[src/rtl/cache_pkg.sv]
// Shared definitions for the cache refill controller.
//   ADDR_W / DATA_W / CNT_W : default word-address, data and statistics widths
//   BLOCK_WORDS / OFFSET_W  : cache block geometry (4 words, 2 offset bits)
//   state_t                 : controller state encoding
package cache_pkg;

  localparam int ADDR_W      = 15;
  localparam int DATA_W      = 32;
  localparam int CNT_W       = 16;
  localparam int BLOCK_WORDS = 4;
  localparam int OFFSET_W    = 2;

  typedef enum logic [2:0] {
    IDLE,
    LOOKUP,
    REFILL_REQ,
    REFILL_WAIT,
    UPDATE
  } state_t;

endpackage

[src/rtl/cache_refill_ctrl_sat_counter.sv]
// Saturating event counter used for cache statistics.
//   clk   : clock
//   rst   : asynchronous active-high reset, clears the count
//   inc   : count one event this cycle
//   clr   : synchronous clear, wins over a same-cycle inc
//   count : current value, sticks at all-ones
module sat_counter #(
  parameter int CNT_W = cache_pkg::CNT_W
) (
  input  logic             clk,
  input  logic             rst,
  input  logic             inc,
  input  logic             clr,
  output logic [CNT_W-1:0] count
);

  import cache_pkg::*;

  always_ff @(posedge clk or posedge rst) begin
    if (rst) begin
      count <= '0;
    end else if (clr) begin
      count <= '0;
    end else if (inc && (count != {CNT_W{1'b1}})) begin
      count <= count + CNT_W'(1);
    end
  end

endmodule

[src/rtl/cache_refill_ctrl.sv]
// Read-only, direct-mapped cache controller with 4-word block refill.
//   clk, rst                 : clock, asynchronous active-high reset
//   cpu_req/cpu_addr         : CPU read request, held until cpu_ack
//   cpu_ack/cpu_rdata        : one-cycle acknowledge with returned word
//   lkp_addr                 : address presented to the cache array
//   tag_hit/cache_rdata      : combinational lookup result from the array
//   fill_we/fill_addr/fill_data : word write into the data array
//   tag_we                   : mark block containing fill_addr valid
//   mem_rd_req/mem_addr      : one-cycle memory read strobe and address
//   mem_rd_valid/mem_rdata   : memory read response
//   stat_clr                 : clear both statistics counters
//   hit_count/miss_count     : saturating statistics
//   busy                     : controller not in IDLE
module cache_refill_ctrl #(
  parameter int ADDR_W = cache_pkg::ADDR_W,
  parameter int DATA_W = cache_pkg::DATA_W,
  parameter int CNT_W  = cache_pkg::CNT_W
) (
  input  logic              clk,
  input  logic              rst,
  input  logic              cpu_req,
  input  logic [ADDR_W-1:0] cpu_addr,
  output logic              cpu_ack,
  output logic [DATA_W-1:0] cpu_rdata,
  output logic [ADDR_W-1:0] lkp_addr,
  input  logic              tag_hit,
  input  logic [DATA_W-1:0] cache_rdata,
  output logic              fill_we,
  output logic [ADDR_W-1:0] fill_addr,
  output logic [DATA_W-1:0] fill_data,
  output logic              tag_we,
  output logic              mem_rd_req,
  output logic [ADDR_W-1:0] mem_addr,
  input  logic              mem_rd_valid,
  input  logic [DATA_W-1:0] mem_rdata,
  input  logic              stat_clr,
  output logic [CNT_W-1:0]  hit_count,
  output logic [CNT_W-1:0]  miss_count,
  output logic              busy
);

  import cache_pkg::*;

  state_t              state;
  logic [ADDR_W-1:0]   req_addr;
  logic [OFFSET_W-1:0] word_cnt;
  // Set while the lookup following a refill is pending; that lookup is
  // neither a hit nor a miss for statistics purposes.
  logic                relookup;

  logic [ADDR_W-1:0]   block_base;
  logic [ADDR_W-1:0]   word_addr;
  logic                lookup_hit;
  logic                lookup_miss;

  // Offset bits are replaced, never added, so the top block cannot wrap.
  assign block_base = {req_addr[ADDR_W-1:OFFSET_W], {OFFSET_W{1'b0}}};
  assign word_addr  = {req_addr[ADDR_W-1:OFFSET_W], word_cnt};

  assign lookup_hit  = (state == LOOKUP) && cpu_req && tag_hit;
  assign lookup_miss = (state == LOOKUP) && cpu_req && !tag_hit;

  always_ff @(posedge clk or posedge rst) begin
    if (rst) begin
      state    <= IDLE;
      req_addr <= '0;
      word_cnt <= '0;
      relookup <= 1'b0;
    end else begin
      case (state)
        IDLE: begin
          if (cpu_req) begin
            req_addr <= cpu_addr;
            state    <= LOOKUP;
          end
        end
        LOOKUP: begin
          relookup <= 1'b0;
          if (!cpu_req || tag_hit) begin
            state <= IDLE;
          end else begin
            word_cnt <= '0;
            state    <= REFILL_REQ;
          end
        end
        REFILL_REQ: begin
          state <= REFILL_WAIT;
        end
        REFILL_WAIT: begin
          // No timeout: the memory is trusted to answer eventually.
          if (mem_rd_valid) begin
            if (word_cnt == OFFSET_W'(BLOCK_WORDS - 1)) begin
              state <= UPDATE;
            end else begin
              word_cnt <= OFFSET_W'(word_cnt + 1);
              state    <= REFILL_REQ;
            end
          end
        end
        UPDATE: begin
          relookup <= 1'b1;
          state    <= LOOKUP;
        end
        default: begin
          state <= IDLE;
        end
      endcase
    end
  end

  // Strobes are decoded from the state register and the same-cycle
  // responses, so each one is naturally exclusive to a single state.
  // Data/address outputs are forced to zero whenever their strobe is low.
  always_comb begin
    cpu_ack    = 1'b0;
    cpu_rdata  = '0;
    mem_rd_req = 1'b0;
    mem_addr   = '0;
    fill_we    = 1'b0;
    fill_addr  = '0;
    fill_data  = '0;
    tag_we     = 1'b0;
    case (state)
      LOOKUP: begin
        if (cpu_req && tag_hit) begin
          cpu_ack   = 1'b1;
          cpu_rdata = cache_rdata;
        end
      end
      REFILL_REQ: begin
        mem_rd_req = 1'b1;
        mem_addr   = word_addr;
      end
      REFILL_WAIT: begin
        if (mem_rd_valid) begin
          fill_we   = 1'b1;
          fill_addr = word_addr;
          fill_data = mem_rdata;
        end
      end
      UPDATE: begin
        tag_we    = 1'b1;
        fill_addr = block_base;
      end
      default: begin
      end
    endcase
  end

  assign lkp_addr = req_addr;
  assign busy     = (state != IDLE);

  // Statistics: index 0 counts hits, index 1 counts misses.
  logic [1:0]       cnt_inc;
  logic [CNT_W-1:0] cnt_val [2];

  assign cnt_inc[0] = lookup_hit  && !relookup;
  assign cnt_inc[1] = lookup_miss && !relookup;

  generate
    for (genvar gi = 0; gi < 2; gi++) begin : g_stat
      sat_counter #(
        .CNT_W (CNT_W)
      ) u_cnt (
        .clk   (clk),
        .rst   (rst),
        .inc   (cnt_inc[gi]),
        .clr   (stat_clr),
        .count (cnt_val[gi])
      );
    end
  endgenerate

  assign hit_count  = cnt_val[0];
  assign miss_count = cnt_val[1];

endmodule
[config.mk]
export PLATFORM = sky130hd
export DESIGN_NAME = cache_refill_ctrl
export DESIGN_NICKNAME = d
export VERILOG_FILES = /design/src/rtl/cache_pkg.sv /design/src/rtl/cache_refill_ctrl_sat_counter.sv /design/src/rtl/cache_refill_ctrl.sv
export SDC_FILE = /design/constraint.sdc
export NUM_CORES = 1
export LEC_CHECK = 0
export CORE_UTILIZATION = 33
export DETAILED_ROUTE_END_ITERATION = 10
export PLACE_DENSITY = 0.75
export SLEW_MARGIN = 30
export SYNTH_ARGS = -nofsm -noshare
export SYNTH_HDL_FRONTEND = slang
export SYNTH_SLANG_ARGS = --single-unit
[constraint.sdc]
create_clock -name clk -period 2.01 [get_ports clk]
set_clock_uncertainty 0.2 [all_clocks]
set_input_delay 0.402 -clock clk [delete_from_list [all_inputs] [get_ports clk]]
set_output_delay 0.402 -clock clk [all_outputs]
set_load 0.005 [all_outputs]
==> Implementation_results.wiki, run 1 <==
{| class="wikitable"
! Metric !! Value
|-
| Largest buffer count on any clock path || 2
|-
| Global routing met3 resource utilization || 0.0636
|-
| Pwr Density || approximately 770 nW/um^2
|-
| Core Footprint || roughly 10000 um^2
|-
| Post-layout min period || around 2400 ps
|-
| Total power draw || around 0.0055 W
|-
| Cells along the critical path || buf_6 > nor4b_4 > buf_6 > clkbuf_16 > buf_8 > buf_6 > and2_4 > buf_6
|-
| Syn_nets || between 400 and 500
|-
| Xor and xnor fraction of the mapped netlist area || 0
|-
| Max Fanout on Critical Path || 4
|-
| Area delta synth->final || 106%
|-
| Width of the chip || around 100 um
|-
| Post-route antenna net violation count || 0
|-
| CTS tree || built
|-
| Total placed instance area || 6290 um^2
|-
| Row count || 37
|-
| Leading post-synthesis cells by instance count || sky130_fd_sc_hd__and2_1 (85), sky130_fd_sc_hd__dfrtp_1 (53), sky130_fd_sc_hd__a21oi_1 (21)
|-
| Most Crowded Layer GR || met2
|-
| Setup TNS || -28520 ps
|-
| Switching power as a share of total power || 0.311
|-
| Leak Pwr || ~3.2 nW
|-
| Final #Nets || just under 800
|-
| Pre-CTS setup slack || -982 ps
|-
| Top post-synthesis cells by area || sky130_fd_sc_hd__dfrtp_1 (38%), sky130_fd_sc_hd__and2_1 (15%), sky130_fd_sc_hd__mux2_1 (4.9%), sky130_fd_sc_hd__nor2b_1 (3.4%), sky130_fd_sc_hd__a21oi_1 (3.0%)
|-
| Seq cells post-synth || between 50 and 60
|-
| Async set or reset register ratio after synthesis || 1.00
|-
| Cell with the largest stage delay on the worst path || sky130_fd_sc_hd__dfrtp_1
|-
| Clock sink count || between 50 and 60
|-
| Most frequently used cell type in the post-synthesis netlist || sky130_fd_sc_hd__and2_1
|-
| Post-Syn Area per Cell || 9.33 um^2
|-
| Later-pin clock latency in the skew report || about 300 ps
|-
| Max-Slew Margin vs Limit || 0.703
|-
| Most used DFF post-synth || sky130_fd_sc_hd__dfrtp_1
|-
| Worst flop-to-flop path startpoint || state[1]
|-
| Number of vias after detailed routing || a little over 4000
|-
| Starting density of the core || 0.338
|-
| Slowest stage delay, CP || 420 ps
|-
| Total internal power || roughly 0.0038 W
|-
| Setup repair after global routing missed its margin || yes
|-
| Critical setup path kind || register to primary output
|-
| Clock Pin Slew Worst Setup and Hold Paths || 90 ps
|-
| Compound-cell area share of the yosys netlist || 0.108
|-
| Critical Path End Type || primary output
|-
| Most common cell on crit path || sky130_fd_sc_hd__buf_6
|-
| Post-Route WL || roughly 14000 um
|-
| Critical path launch point type || register
|-
| Post-Synthesis Cells || ~370
|-
| Hold Fails Final Rpt || 0
|-
| Count of synthesis-stage warnings from yosys || 0
|-
| Max_cap viols || 0
|-
| Syn Std Cell Area || around 3500 um^2
|-
| DRC marker count from the first detailed-route iteration || between 150 and 200
|-
| GR Layer Usage met1 || 0.283
|-
| Post-layout worst setup margin || -408 ps
|-
| Via density per instance || between 5 and 6
|-
| Clock share of power || 0.130
|-
| Worst setup path startpoint || state[2]
|-
| Data required time at the worst endpoint || between 1000 and 1500 ps
|-
| FMAX || about 410 MHz
|-
| Slew at the pin closest to its max-slew limit || about 440 ps
|-
| Number of global-route vias before repair || 4000
|-
| Port buffer count || 230
|-
| Number of antenna repair diodes || 0
|-
| Post-synth cell types || 47
|-
| Run status || complete, but fails checks
|-
| Total setup violations reported at the end of the flow || around 130
|-
| Crit share post-route || 1.20
|-
| First-pass GRT wire length || ~20000 um
|-
| Antenna violations before repair || 0
|-
| Count of final max-slew check failures || 0
|-
| H-Tree Depth || 2
|-
| Data arrival time at the worst-slack endpoint || roughly 1800 ps
|-
| VDD IR-drop max || around 0.65 mV
|-
| Overall routing resource usage || 0.235
|-
| Placer's final routability congestion estimate || 0.806
|-
| Number of enable-type register cells in the synthesized netlist || 0
|-
| Post-Synth Adder-Cell Area || 0.0108
|-
| Die Height || 105 um
|-
| Buffers plus inverters on the worst setup path || 6
|-
| Root Buffer Master || sky130_fd_sc_hd__clkbuf_8
|-
| Residual overflow from global routing || 0
|-
| Boundary pin count || approximately 230
|-
| Remaining routing DRC violations || 0
|-
| Routed len/inst || between 15 and 20 um
|-
| Floorplan die area || about 11000 um^2
|-
| Sequential-to-total area share from yosys stat || 0.382
|-
| Simple-gate portion of the synthesized area || 0.389
|-
| Failing checks || negative setup slack
|-
| Largest family of logic cells by synthesized area || simple AND/OR/NAND/NOR gates
|-
| Maximum number of pins on one net before global-route repair || 25
|-
| Number of buffers inserted during clock tree synthesis || 5
|-
| Worst R2R Setup Slack || -180 ps
|-
| Path class of the lowest-slack min-delay path || input port to async pin
|-
| Count of hold-fix buffers inserted at cts || 0
|-
| Post-synth top area share || 0.382
|-
| Part of the total power dissipated in sequential elements || 0.269
|-
| Combinational power share || 0.601
|-
| Final design area excluding fillers || between 7000 and 8000 um^2
|-
| Endpoint of the worst register-to-register path || g_stat[1].u_cnt.count[13]
|-
| Logic depth of the worst register-to-register path || 6
|-
| Layout cell share with drive strength beyond 1 || 0.452
|-
| Largest area contributor in the synthesized netlist || sky130_fd_sc_hd__dfrtp_1
|-
| Switching power || approximately 0.0017 W
|-
| # fillers || about 780
|-
| Met2 layer usage reported by global route || 0.416
|-
| Placed wire-length estimate || 9570 um
|-
| First drt pass iteration count || 6
|-
| Kind of cell adding the most delay to the critical path || buffers and inverters
|-
| Multiplexer fraction of the synthesized cell area || 0.0739
|}
worst reg2reg max path: stages, from the launching register on:
cell	delay, ps
sky130_fd_sc_hd__dfrtp_1	420
sky130_fd_sc_hd__buf_6	140
sky130_fd_sc_hd__buf_6	110
sky130_fd_sc_hd__and4bb_4	360
sky130_fd_sc_hd__nand4_1	230
sky130_fd_sc_hd__or4_4	540
sky130_fd_sc_hd__a21oi_2	130
power by group through the flow:
stage	sequential (W)	clock, W	combinational, W
2_1_floorplan	0.00144	0	0.000875
3_3_place_gp	0.00148	0	0.00233
3_5_place_dp	0.00149	0	0.00236
4_1_cts	0.00146	0.000735	0.00275
5_1_grt	0.00151	0.000774	0.00349
6_report	0.00148	0.000712	0.00330
state kept, by name, indices dropped and copies added (netlist names):
name and count:
word_cnt 2, state 3, lkp_addr 15, relookup 1
g_stat.u_cnt.count 32
placed cells by master, fill, tap and decap left out, drive strengths merged, types with 16 or more instances in the layout:
cell,Yosys,layout
a21oi,21,21
and2,85,85
buf,7,166
clkbuf,12,34
clkdlybuf4s50,0,128
dfrtp,53,53
mux2,21,21
nand2,16,16
nor2,17,17
nor2b,19,19
cell type report:
type | instances | area [um^2] | share of cell area
clock inverters | 2 | 35.0 | 0.00489
clock buffers | 5 | 68.8 | 0.00961
repair buffers | 330 | 3110 | 0.434
flip-flops and latches | 53 | 1330 | 0.186
multi-input cells | 291 | 2420 | 0.338
well taps | 136 | 170 | 0.0238
inverters | 9 | 33.8 | 0.00472
what timing repair did:
action / in CTS / in global routing
pin swaps: 20 / 47
cloned: 5 / 5
buffers inserted: 29 / 20
endpoints found under the setup margin: 129 / 148
resized for setup: 344 / 213
through the flow:
step            util  hold slack, ps  cells
6_report       0.697             196    826
5_1_grt        0.697             213    826
4_1_cts        0.649             199    809
3_5_place_dp   0.612             280    768
3_3_place_gp   0.612             274    768
2_1_floorplan      -             283    372
logic make-up (layout without fill, tap and decap cells):
family	count (synthesis)	count (layout)
adders and majority gates	3	3
and+or+nand+nor	208	208
muxes	23	23
buffers and inverters	28	346
AOI/OAI and AO/OA	57	57
DFF	53	53
per-layer routing:
layer | routed length [um] | part of all wire
met2 | 7230 | 0.51
met4 | 230 | 0.016
met1 | 5690 | 0.40
met3 | 905 | 0.064
met5 | 0 | 0
how the worst max path moves through the flow:
stage | end | slack, ps | cells past startpoint
finish | cpu_rdata[12] | -410 | 8
global route | cpu_rdata[29] | -490 | 8
CTS | mem_addr[1] | -520 | 8
detailed placement | fill_addr[2] | -980 | 5
global placement | fill_addr[10] | -860 | 5
floorplan | cpu_rdata[22] | 20 | 4
Note: power is estimated with default switching activity, not from simulation.
==> run 2, diff against run 1 <==
--- a/config.mk
+++ b/config.mk
@@ -5,6 +5,7 @@
 export SDC_FILE = /design/constraint.sdc
 export NUM_CORES = 1
 export LEC_CHECK = 0
+export CAP_MARGIN = 10
 export CORE_UTILIZATION = 33
 export DETAILED_ROUTE_END_ITERATION = 10
 export PLACE_DENSITY = 0.75
==> results of run 2 <==
Final layout, timing and power as in run 1 (identical DEF).
